==> config.mk <==
export PLATFORM = sky130hd
export DESIGN_NAME = flex_stp_deser
export DESIGN_NICKNAME = d
export VERILOG_FILES = /design/src/rtl/flex_stp_deser.sv
export SDC_FILE = /design/constraint.sdc
export NUM_CORES = 1
export LEC_CHECK = 0
export ABC_AREA = 1
export ABC_CLOCK_PERIOD_IN_PS = 4000
export BUFFER_PORTS_ARGS = -buffer_cell sky130_fd_sc_hd__buf_2
export CAP_MARGIN = 20
export CORE_ASPECT_RATIO = 1.4
export CORE_MARGIN = 4
export CORE_UTILIZATION = 30
export DETAILED_ROUTE_END_ITERATION = 12
export HOLD_SLACK_MARGIN = 0.12
export PLACE_DENSITY_LB_ADDON = 0.05
export SYNTH_ARGS = -nofsm -noshare
export SYNTH_HDL_FRONTEND = slang
export SYNTH_SLANG_ARGS = --single-unit
==> constraint.sdc <==
create_clock -name clk -period 4 [get_ports clk]
set_input_delay 0.6 -clock clk [delete_from_list [all_inputs] [get_ports clk]]
set_output_delay 0.6 -clock clk [all_outputs]
set_load 0.1 [all_outputs]
==> src/rtl/flex_stp_deser.sv <==
// flex_stp_deser: serial-to-parallel deserializer.
// Accepts LANE_BITS bits per beat and packs NUM_BEATS beats into one word.
// Completed words go into a single holding register with a valid/ready handshake.
// A sticky overrun flag records any completed word that had to be dropped.
module flex_stp_deser #(
  parameter int LANE_BITS = 1,
  parameter int NUM_BEATS = 8,
  parameter int SHIFT_MSB = 1,
  localparam int W        = LANE_BITS * NUM_BEATS,
  localparam int CNT_W    = $clog2(NUM_BEATS)
) (
  input  logic                 clk,
  input  logic                 rst,
  input  logic                 clear,
  input  logic                 shift_enable,
  input  logic [LANE_BITS-1:0] serial_in,
  input  logic                 out_ready,
  output logic [W-1:0]         parallel_out,
  output logic                 out_valid,
  output logic                 overrun,
  output logic [CNT_W-1:0]     beat_count
);

  localparam logic [CNT_W-1:0] LAST_BEAT = CNT_W'(NUM_BEATS - 1);

  // Direction-dependent insertion of one beat into the partial word.
  function automatic logic [W-1:0] shift_beat(input logic [W-1:0] sr,
                                              input logic [LANE_BITS-1:0] din);
    if (SHIFT_MSB != 0) begin
      return {sr[W-LANE_BITS-1:0], din};
    end else begin
      return {din, sr[W-1:LANE_BITS]};
    end
  endfunction

  logic [W-1:0]     sr_p0;
  logic [CNT_W-1:0] cnt_p0;
  logic [W-1:0]     word_p1;
  logic             vld_p1;
  logic             ovr_p1;

  logic [W-1:0]     sr_next;
  logic             complete;

  // Next partial word and completion detect for the beat presented this cycle.
  always_comb begin
    sr_next  = shift_beat(sr_p0, serial_in);
    complete = shift_enable && (cnt_p0 == LAST_BEAT);
  end

  // Stage p0: shift register and beat counter.
  always_ff @(posedge clk) begin
    if (rst || clear) begin
      sr_p0  <= '0;
      cnt_p0 <= '0;
    end else if (shift_enable) begin
      sr_p0  <= sr_next;
      cnt_p0 <= complete ? '0 : cnt_p0 + CNT_W'(1);
    end
  end

  // Stage p1: holding register, handshake and sticky overrun.
  // A completion may reuse the slot in the very cycle it is being consumed.
  always_ff @(posedge clk) begin
    if (rst || clear) begin
      word_p1 <= '0;
      vld_p1  <= 1'b0;
      ovr_p1  <= 1'b0;
    end else if (complete) begin
      if (!vld_p1 || out_ready) begin
        word_p1 <= sr_next;
        vld_p1  <= 1'b1;
      end else begin
        ovr_p1  <= 1'b1;
      end
    end else if (vld_p1 && out_ready) begin
      vld_p1 <= 1'b0;
    end
  end

  assign parallel_out = word_p1;
  assign out_valid    = vld_p1;
  assign overrun      = ovr_p1;
  assign beat_count   = cnt_p0;

endmodule

==> results.sh <==
export IMPL_synthTopCellsByArea="sky130_fd_sc_hd__dfxtp_1, sky130_fd_sc_hd__a21oi_1, sky130_fd_sc_hd__inv_1"
export IMPL_path_class="flop to primary output"
export IMPL_regToRegStartpoint="beat_count[0]"
export IMPL_count_of_flip_flops_with_a_built_in_enable_after_synthesis=0
export IMPL_chipWidth_um=53.0
export IMPL_dieArea_um2=3760
export IMPL_io_buffers=18
export IMPL_post_place_cells=152
export IMPL_placeable_core_region_um2=2670
export IMPL_slew_violations=0
export IMPL_worst_ep_arrival_time_ns=1.13
export IMPL_synthesis_yosys_warnings=0
export IMPL_cts_tree="yes"
export IMPL_vias_per_cell=4.27
export IMPL_primary_flip_flop_cell_chosen_by_synthesis_mapping="sky130_fd_sc_hd__dfxtp_1"
export IMPL_postSynthCellCount=103
export IMPL_critPathMaxStageDelay_ns=0.44
export IMPL_detailedPlace_worstSlack_ns=2.50
export IMPL_cp_slowest_cell="sky130_fd_sc_hd__buf_2"
export IMPL_clock_skew_final_ns=0.00137
export IMPL_detailedRoute_firstPassIterationCount=4
export IMPL_place_detailed_hpwl_um=1070
export IMPL_final_routed_wire_length_divided_by_cell_count_um=9.92
export IMPL_finalNonFillerCells=156
export IMPL_regToRegEndpoint="parallel_out[7]"
export IMPL_post_route_drc_count=0
export IMPL_gr_total_overflow=0
export IMPL_ctsHoldBuffers=0
export IMPL_synthesis_nets=111
export IMPL_count_leader_synth="sky130_fd_sc_hd__dfxtp_1"
export IMPL_floorplan_initialDensity=0.318
export IMPL_period_minus_slack_ns=1.73
export IMPL_netlist_top_cell_by_area="sky130_fd_sc_hd__dfxtp_1"
export IMPL_grt_first_pass_wirelength_um=2590
export IMPL_dr_first_iter_drc_count=11
export IMPL_clock_root_buffer="sky130_fd_sc_hd__clkbuf_4"
export IMPL_gp_routability_congestion=0.682
export IMPL_syn_area_per_cell_um2=8.25
export IMPL_worst_path_buf_inv=1
export IMPL_timing_hold_worst_path_depth=2
export IMPL_synth_cell_types=19
export IMPL_path_max_fanout=4
export IMPL_cts_resized=0
export IMPL_final_util=0.366
export IMPL_leakage_nw=0.400
export IMPL_detail_route_wirelength_um=1550
export IMPL_clk_path_buf_depth=2
export IMPL_crit_family="buffers and inverters"
export IMPL_slew_limit_headroom=0.677
export IMPL_insertedDiodeCount=0
export IMPL_p_per_area_nw_per_um2=352
export IMPL_final_nets=129
export IMPL_cts_made_buffers=3
export IMPL_maxClockFrequency_mhz=579
export IMPL_hold_class="flop to flop"
export IMPL_syn_cell_area_um2=850
export IMPL_async_flop_share=0
export IMPL_grt_antenna_before_repair=0
export IMPL_timing_final_crit_share=0.432
export IMPL_filler_cell_count=307
export IMPL_setup_violations_final=0
export IMPL_setup_slack_reg_to_reg_ns=2.68
export IMPL_grt_pass1_vias=581
export IMPL_clkLatencyLatePin_ns=0.29
export IMPL_area_growth_pct=15.0
export IMPL_worst_setup_hold_path_clk_slew_ns=0.11
export IMPL_dieHeight_um=71.0
export IMPL_clock_sinks=20
export IMPL_drtAntennaViolNets=0
export IMPL_synth_seq_area_share=0.471
export IMPL_ys_ff_latch=20
export IMPL_status="completed"
export IMPL_synth_largest_type_area_fraction=0.471
export IMPL_reg2regPathDepth=6
export IMPL_synth_commonest_cells="sky130_fd_sc_hd__dfxtp_1, sky130_fd_sc_hd__a21oi_1, sky130_fd_sc_hd__inv_1, sky130_fd_sc_hd__nand2_1, sky130_fd_sc_hd__nor2_1"
export IMPL_htree_num_levels=1
export IMPL_setup_fix_buffers_added_after_clock_tree_synthesis=0
export IMPL_worstHoldEndpoint="overrun"
export IMPL_end_kind="primary output"
export IMPL_design_portCount=19
export IMPL_worstPathRequired_ns=3.40
export IMPL_grt_util_all_layers=0.0899
export IMPL_setup_ws_ns=2.27
export IMPL_report_final_hold_viol_count=0
export IMPL_tns_ns=0
export IMPL_timing_max_cap_violations=0
export IMPL_max_vdd_ir_drop_uv=215
export IMPL_path_cells="buf_2"
export IMPL_timing_critical_path_from_type="flop"
export IMPL_grt_start_max_net_pins=22
export IMPL_placementRows=22
export IMPL_hold_path_startpoint="overrun"
export IMPL_final_layout_size_suffix_gt1_frac=0.275
export IMPL_max_slew_worst_pin_slew_ns=0.489
export IMPL_rsz_0062_raised_after_global_routing="false"
export IMPL_via_count=666
[power by group]
part / internal [mW] / switching [mW]
clock: 0.0554 / 0.0614
combinational: 0.00663 / 0.0171
sequential: 0.202 / 0.00170
[worst max-delay path by stage]
stage                              from               to  cells after the start
after floorplan           beat_count[0]  parallel_out[5]                      8
after global placement     shift_enable  parallel_out[1]                      6
after detailed placement   shift_enable  parallel_out[0]                      6
after CTS                 beat_count[0]    beat_count[0]                      1
after global routing      beat_count[0]    beat_count[0]                      1
final                     beat_count[0]    beat_count[0]                      1
[logic make-up (layout without fill, tap and decap cells)]
kind of cell    count (synthesis)  after routing  share of synthesized area
fa+ha+maj                       2              2                     0.0295
compound gates                 27             27                      0.181
buf+inv                        19             36                      0.119
flops                          20             20                      0.471
simple gates                   35             35                      0.199
[per-stage QoR]
stage | total power, mW | hold WS [ns] | cell area [um2]
after floorplan | 0.227 | 0.445 | 850
after CTS | 0.355 | 0.465 | 977
final | 0.344 | 0.464 | 977
after global routing | 0.363 | 0.497 | 977
after detailed placement | 0.232 | 0.447 | 941
after global placement | 0.232 | 0.443 | 941
[flip-flops by register name, indices dropped and copies added (netlist names)]
| signal | flops |
|---|---|
| parallel_out | 8 |
| overrun | 1 |
| sr_p0 | 7 |
| beat_count | 3 |
| out_valid | 1 |
[area by class of cell]
cell class	instances	area, um2	area share
flip-flops and latches	20	400	0.410
multi-input cells	64	348	0.356
repair buffers	18	90.1	0.0922
inverters	14	57.6	0.0589
well taps	36	45.0	0.0461
clock buffers	4	36.3	0.0371
[layout by cell type, fill, tap and decap left out, drive strengths merged]
master	netlist	layout
ha	2	2
inv	13	13
clkinv	1	1
nor2	10	10
a21oi	20	20
nand3	10	10
dfxtp	20	20
clkbuf	0	4
nand2	14	14
o21ai	7	7
buf	5	18
nand4	1	1
[routing by layer]
metal | global-route usage | wire length, um | up-vias
met2 | 0.124 | 698 | 9
met4 | 0.0597 | 21 | 0
li1 | - | - | 366
met5 | 0 | 0 | -
met3 | 0.0189 | 70 | 2
met1 | 0.123 | 758 | 289
No activity file was read; power rests on OpenSTA's default activity.
